File: src/rtl/stepper_seq_gen.sv
// rtl/stepper_seq_gen.sv - parametrised stepper phase sequencer with rate divider and position counter
// Half/full/wave stepping over 2*PHASES half-step indices; registered coil drive and tick.
module stepper_seq_gen #(
    parameter int PHASES = 4,
    parameter int DIV_W  = 16,
    parameter int POS_W  = 16
) (
    input  logic                    clk,
    input  logic                    rst_n,
    input  logic                    en_i,
    input  logic                    dir_i,
    input  logic [1:0]              mode_i,
    input  logic [DIV_W-1:0]        div_i,
    input  logic                    step_req_i,
    input  logic                    release_i,
    output logic [PHASES-1:0]       coils_o,
    output logic                    step_tick_o,
    output logic signed [POS_W-1:0] position_o
);

    localparam int NIDX  = 2 * PHASES;
    localparam int IDX_W = $clog2(NIDX);
    localparam logic [IDX_W:0]    NIDX_L  = (IDX_W+1)'(NIDX);
    localparam logic [PHASES-1:0] COIL0_B = {1'b1, {(PHASES-1){1'b0}}};

    localparam logic [1:0] MODE_FULL = 2'b01;
    localparam logic [1:0] MODE_WAVE = 2'b10;

    // Coil c drives bit PHASES-1-c, so shifting the MSB right by c selects coil c.
    function automatic logic [PHASES-1:0] decode(input logic [IDX_W-1:0] k);
        int lo;
        int hi;
        lo = int'(k) / 2;
        hi = (lo + 1) % PHASES;
        decode = COIL0_B >> lo;
        if (k[0]) begin
            decode = decode | (COIL0_B >> hi);
        end
    endfunction

    logic [DIV_W-1:0]  cnt_q,   cnt_d;
    logic [IDX_W-1:0]  idx_q,   idx_d;
    logic [POS_W-1:0]  pos_q,   pos_d;
    logic [PHASES-1:0] coils_q, coils_d;
    logic              tick_q,  tick_d;

    logic              step;
    logic [1:0]        delta;
    logic [IDX_W:0]    idx_ext;
    logic [IDX_W:0]    delta_ext;
    logic [IDX_W:0]    sum;

    always_comb begin
        step      = 1'b0;
        delta     = 2'd1;
        cnt_d     = '0;
        idx_d     = idx_q;
        pos_d     = pos_q;
        tick_d    = 1'b0;
        sum       = '0;
        idx_ext   = {1'b0, idx_q};

        // Prescaler: a lowered div below the running count fires on the next edge.
        if (en_i) begin
            step  = (cnt_q >= div_i);
            cnt_d = step ? '0 : cnt_q + 1'b1;
        end else begin
            step  = step_req_i;
        end

        // Full realigns onto two-coil (odd) indices, wave onto one-coil (even) indices.
        if (mode_i == MODE_FULL) begin
            delta = idx_q[0] ? 2'd2 : 2'd1;
        end else if (mode_i == MODE_WAVE) begin
            delta = idx_q[0] ? 2'd1 : 2'd2;
        end
        delta_ext = (IDX_W+1)'(delta);

        if (idx_ext >= NIDX_L) begin
            idx_d = '0;
        end else if (step) begin
            tick_d = 1'b1;
            if (dir_i) begin
                sum   = idx_ext + NIDX_L - delta_ext;
                pos_d = pos_q - POS_W'(delta);
            end else begin
                sum   = idx_ext + delta_ext;
                pos_d = pos_q + POS_W'(delta);
            end
            if (sum >= NIDX_L) begin
                sum = sum - NIDX_L;
            end
            idx_d = sum[IDX_W-1:0];
        end

        // Coils follow idx_d every cycle; idx only moves on a step, so no glitches.
        coils_d = release_i ? '0 : decode(idx_d);
    end

    always_ff @(posedge clk or negedge rst_n) begin
        if (!rst_n) begin
            cnt_q   <= '0;
            idx_q   <= '0;
            pos_q   <= '0;
            coils_q <= COIL0_B;
            tick_q  <= 1'b0;
        end else begin
            cnt_q   <= cnt_d;
            idx_q   <= idx_d;
            pos_q   <= pos_d;
            coils_q <= coils_d;
            tick_q  <= tick_d;
        end
    end

    assign coils_o     = coils_q;
    assign step_tick_o = tick_q;
    assign position_o  = pos_q;

endmodule

File: config.mk
export PLATFORM = sky130hd
export DESIGN_NAME = stepper_seq_gen
export DESIGN_NICKNAME = d
export VERILOG_FILES = /design/src/rtl/stepper_seq_gen.sv
export SDC_FILE = /design/constraint.sdc
export NUM_CORES = 1
export LEC_CHECK = 0
export CAP_MARGIN = 20
export CORE_MARGIN = 2
export CORE_UTILIZATION = 45
export DETAILED_ROUTE_END_ITERATION = 16
export PLACE_DENSITY = 0.68
export SYNTH_ARGS = -nofsm -noshare
export SYNTH_HDL_FRONTEND = slang
export SYNTH_SLANG_ARGS = --single-unit
File: constraint.sdc
create_clock -name clk -period 4 [get_ports clk]
set_input_delay 0.4 -clock clk [delete_from_list [all_inputs] [get_ports clk]]
set_output_delay 0.4 -clock clk [all_outputs]
set_load 0.05 [all_outputs]
## After elaboration in Yosys (flattened, before gate mapping)

Index checks and enable logic that the tools add are counted.

| word-level totals | value |
|---|---|
| input port bits | 24 |
| logic and storage cells | 37 |
| flip-flop bits (word level) | 40 |

| cells by class | value |
|---|---|
| add/sub/neg operators | 8 |
| eq/ne operators | 2 |
| multiplexer cells | 15 |
| reductions and logical operators | 1 |
| shift operators | 2 |
| bitwise logic cells | 2 |
| magnitude comparators | 2 |

Operators by type and width:

| operator | number |
|---|---|
| 2-to-1 mux 16 bit | 3 |
| >> shifter 4 x 32 -> 4 bit (first input constant) | 1 |
| adder 16 x 1 -> 16 bit (second input constant) | 1 |
| adder 16 x 2 -> 16 bit | 1 |
| greater-or-equal comparator 16 bit | 1 |
| 2-to-1 mux 4 bit | 4 |
| subtractor 16 x 2 -> 16 bit | 1 |
| 2-to-1 mux 2 bit | 4 |
| 2-to-1 mux 3 bit | 2 |
| adder 3 x 2 -> 4 bit | 1 |
| adder 3 x 4 -> 4 bit (second input constant) | 1 |
| greater-or-equal comparator 4 bit (second input constant) | 1 |
| OR 4 bit | 1 |
| >> shifter 4 x 2 -> 4 bit (first input constant) | 1 |
| subtractor 4 x 2 -> 4 bit | 1 |
| subtractor 3 x 1 -> 3 bit (second input constant) | 1 |
| adder 2 x 1 -> 2 bit (second input constant) | 1 |
| equality test 2 x 1 -> 1 bit (second input constant) | 1 |
| equality test 2 bit (second input constant) | 1 |
| 2-to-1 mux 1 bit | 2 |
| OR reduction 2 bit | 1 |
| AND 1 bit (first input constant) | 1 |

## Logic depth before layout (Yosys ltp)

| logic depth | value |
|---|---|
| depth after elaboration | 16 |
| depth in mapped cells | 14 |
| gate-level depth less buffers | 14 |

## Least setup slack after synthesis

OpenSTA, ideal clock, no wires.

| timing path | value |
|---|---|
| path kind | input-to-reg |
| start point | in div_i[6] |
| end point | reg coils_q[0] (netlist: coils_o[0]) |
| arrival | 2.844 ns |
| cell stages on the path | 14 |
| setup slack | 1.060 ns |
| required time | 3.904 ns |
| buffers on the path | 0 |
| path through | inv_1 > ha_1 > and3_1 > o311a_1 > o31a_1 > o31ai_4 > inv_2 > and2_2 > xor2_1 > ha_1 > inv_1 > a21oi_1 > nor2_1 > a311oi_2 |

| between the ends | value |
|---|---|
| longest elaborated chain between the ends | 10 |
| elaborated cells between the ends (all ways) | 11 |

RTL lines:

| what | line | text |
|---|---|---|
| start: declaration | 13 | `input logic [DIV_W-1:0] div_i,` |
| greater-or-equal comparator 16 bit * | 65 | `step = (cnt_q >= div_i);` |
| 2-to-1 mux 1 bit * | 64 | `if (en_i) begin` |
| via step | 47 | `logic step;` |
| 2-to-1 mux 3 bit * | 81 | `end else if (step) begin` |
| via idx_d[2] | 42 | `logic [IDX_W-1:0] idx_q, idx_d;` |
| adder 2 x 1 -> 2 bit | 34 | `hi = (lo + 1) % PHASES;` |
| OR reduction 2 bit (no source line) | - |  |
| AND 1 bit (no source line) | - |  |
| >> shifter 4 x 32 -> 4 bit | 37 | `decode = decode \| (COIL0_B >> hi);` |
| OR 4 bit | 37 |  |
| 2-to-1 mux 4 bit * | 36 | `if (k[0]) begin` |
| 2-to-1 mux 4 bit * | 97 | `coils_d = release_i ? '0 : decode(idx_d);` |
| via coils_d[0] | 44 | `logic [PHASES-1:0] coils_q, coils_d;` |
| end signal: assignment | 111 | `coils_q <= coils_d;` |
| end: declaration | 44 |  |

Mark *: on every way through the listed nets, which the timed path passes. The rest lies on a longest branch.
A chain may end at the register's enable or synchronous reset.

## Final worst setup path

| timing path | value |
|---|---|
| start point | in div_i[6] |
| end point | reg coils_q[0] (netlist: coils_o[0]) |

| between the ends | value |
|---|---|
| longest elaborated chain between the ends | 10 |
| elaborated cells between the ends (all ways) | 11 |

RTL lines:

| what | line |
|---|---|
| greater-or-equal comparator 16 bit * | 65 |
| 2-to-1 mux 1 bit * | 64 |
| 2-to-1 mux 3 bit * | 81 |
| via idx_d[1] | 42 |
| adder 2 x 1 -> 2 bit | 34 |
| OR reduction 2 bit (no source line) | - |
| AND 1 bit (no source line) | - |
| >> shifter 4 x 32 -> 4 bit | 37 |
| OR 4 bit | 37 |
| 2-to-1 mux 4 bit * | 36 |
| 2-to-1 mux 4 bit * | 97 |
| via coils_d[0] | 44 |

Marks and branches as above.

==> impl_metrics.json <==
{
  "status": "completed",
  "diodes": 0,
  "timing.final.crit_share_pct": 85.3,
  "synth_cells": 337,
  "initial_core_util_pct": 47.0,
  "clockRootBuffer": "clkbuf_8",
  "setup_ws_ns": 0.590,
  "wirelength_um": 6110,
  "power.density_nw_per_um2": 655,
  "hpwl_um": 4610,
  "yosysWarnings": 0,
  "worstSetupStartpoint": "div_i[6]",
  "yosysSeqAreaShare_pct": 33.2,
  "path_class": "in -> reg",
  "reg2reg_depth": 14,
  "synthArstFlopShare_pct": 100,
  "finalSetupTns_ns": 0,
  "postSynthRegisterBits": 40,
  "vias": 2491,
  "cts_tree": "done",
  "gr-total-overflow": 0,
  "cp-end-kind": "flop",
  "rows": 29,
  "layout_commonest_cell": "clkdlybuf4s50_1",
  "antenna_found_initial": 0,
  "clock_latency_ns": 0.30,
  "period_needed_ns": 3.41,
  "rsz0062_at_grt": "no",
  "cts_buffer_depth": 2,
  "ant_nets": 0,
  "clock_skew_ns": 0.0119,
  "avgSynthCellArea_sq_um": 8.96,
  "die_h_um": 85.9,
  "synth_edf_count": 0,
  "drtPass1Iterations": 6,
  "cts_buffers": 5,
  "synth_nets": 403,
  "arrival_ns": 3.62,
  "synth_cell_type_count": 53,
  "hold_path_class": "in -> async",
  "clock-sinks": 40,
  "ys.flop_type": "dfrtp_1",
  "io_pins": 45,
  "syn_area_sq_um": 3020,
  "vias_per_cell": 5.42,
  "timing.fmax_mhz": 293,
  "htree_levels": 2,
  "relSlewSlack_pct": 39.8,
  "mostFrequentLayoutCells": "clkdlybuf4s50_1, nand2_1, ha_1, dfrtp_1, nor2_1",
  "cts_resized": 0,
  "power_leakage_nw": 1.71,
  "gp_congestion": 0.838,
  "portBuffers": 44,
  "coreArea_sq_um": 6420,
  "die_width_um": 85.9,
  "drc": 0,
  "wl_per_cell_um": 13.3,
  "r2r_end": "coils_o[0]",
  "grt_max_degree": 41,
  "dieArea_sq_um": 7380,
  "cp-start-kind": "input pin",
  "r2r-start": "idx_q[0]",
  "max-vdd-ir-drop_uv": 168,
  "pre_cts_slack_ns": 0.297,
  "holdBufCountCts": 0,
  "fill_cells": 625,
  "area.growth.synth_to_final_pct": 19.5,
  "finalHoldViolCount": 0,
  "layout-drive-gt1-share_pct": 4.96,
  "r2r_slack_ns": 0.65,
  "grt_pass1_wl_um": 10600,
  "drtIter0Drc": 113,
  "worst_pin_slew_ns": 0.903,
  "nets": 448,
  "critPathRequiredTime_ns": 4.21,
  "setup-violations-final": 0,
  "worst-path-max-fanout": 38,
  "grtUsageTotal_pct": 17.7,
  "max-cap-violations": 0,
  "postCtsSetupBuffers": 0,
  "maxSlewViolCount": 0,
  "grt_pass1_vias": 2368,
  "clk_pin_slew_worst_paths_ns": 0.09
}
## worst max-delay path: stages
cell,delay (ns)
clkdlybuf4s50_1,0.45
inv_1,0.04
ha_1,0.30
and3_1,0.17
o311a_1,0.34
o31a_1,0.33
o31ai_4,0.21
buf_4,0.37
nand2_1,0.12
o21ai_0,0.15
ha_1,0.24
inv_1,0.05
a21oi_1,0.14
nor2_1,0.07
a311oi_2,0.25
## worst max path at each step
stage / end / slack (ns) / cells after the start
final: coils_o[0] / 0.59 / 15
after global routing: coils_o[0] / 0.33 / 14
after CTS: coils_o[0] / 0.60 / 15
after detailed placement: coils_o[0] / 0.30 / 15
after global placement: coils_o[0] / 0.39 / 15
after floorplan: coils_o[0] / 1.06 / 14
## per-stage QoR
step | cells | utilization (%) | total power [mW] | hold slack, ns | cell area, sq um
after floorplan | 337 | - | 1.69 | 0.104 | 3020
after global placement | 452 | 54.7 | 2.06 | 0.498 | 3520
after detailed placement | 452 | 54.7 | 2.09 | 0.505 | 3520
after CTS | 460 | 56.1 | 2.38 | 0.264 | 3610
after global routing | 460 | 56.1 | 2.56 | 0.308 | 3610
final | 460 | 56.1 | 2.36 | 0.216 | 3610
## sequential cells by signal (all words and copies together) (netlist names)
register,flops
step_tick_o,1
cnt_q,16
idx_q,3
position_o,16
coils_o,4
## routing by layer
layer | GRT usage (%) | up-vias | share of wire [%]
met5 | 0 | - | 0
met1 | 22.8 | 1161 | 48
li1 | - | 1283 | -
met3 | 4.23 | 7 | 3.3
met4 | 3.46 | 0 | 0.93
met2 | 30.4 | 40 | 47
## logic make-up after synthesis
kind of cell / after synthesis / synth area share [%]
and+or+nand+nor: 116 / 18.5
xor gates and xnor gates: 23 / 6.67
buffers and inverters: 35 / 4.97
DFF: 40 / 33.2
AOI/OAI and AO/OA: 78 / 17.4
muxes: 3 / 1.04
adders and majority gates: 42 / 18.2
## cell usage after synthesis, types with 3 or more instances
cell type	n	area (sq um)
clkbuf_1	4	15.0
nand2_1	40	150
nand3_1	11	55.1
a21oi_1	16	80.1
ha_1	39	488
inv_1	26	97.6
o21a_1	3	22.5
nor2_1	30	113
o31ai_1	4	30.0
nand2b_1	4	25.0
or3_1	3	18.8
o211ai_1	3	22.5
xor2_1	13	114
buf_4	3	22.5
and3_1	8	50.1
xnor2_1	10	87.6
fa_1	3	60.1
and4_1	3	26.3
a211oi_1	7	52.6
dfrtp_1	39	976
o21ai_0	23	115
## report_power, final
group          total (mW)  switching [mW]  leakage (nW)  internal (mW)
Sequential          0.623           0.102         0.514          0.521
Combinational        1.45           0.885          1.15          0.565
Clock               0.290           0.148        0.0455          0.141
## layout make-up
class	instances	area (sq um)	area share, %
tap	77	96.3	2.67
sequential	40	1000	27.8
inverter	27	101	2.81
multi-input combinational	262	1870	51.7
timing repair buffer	46	450	12.5
clock buffer	8	90.1	2.50
Power figures use the tool's default switching activity.
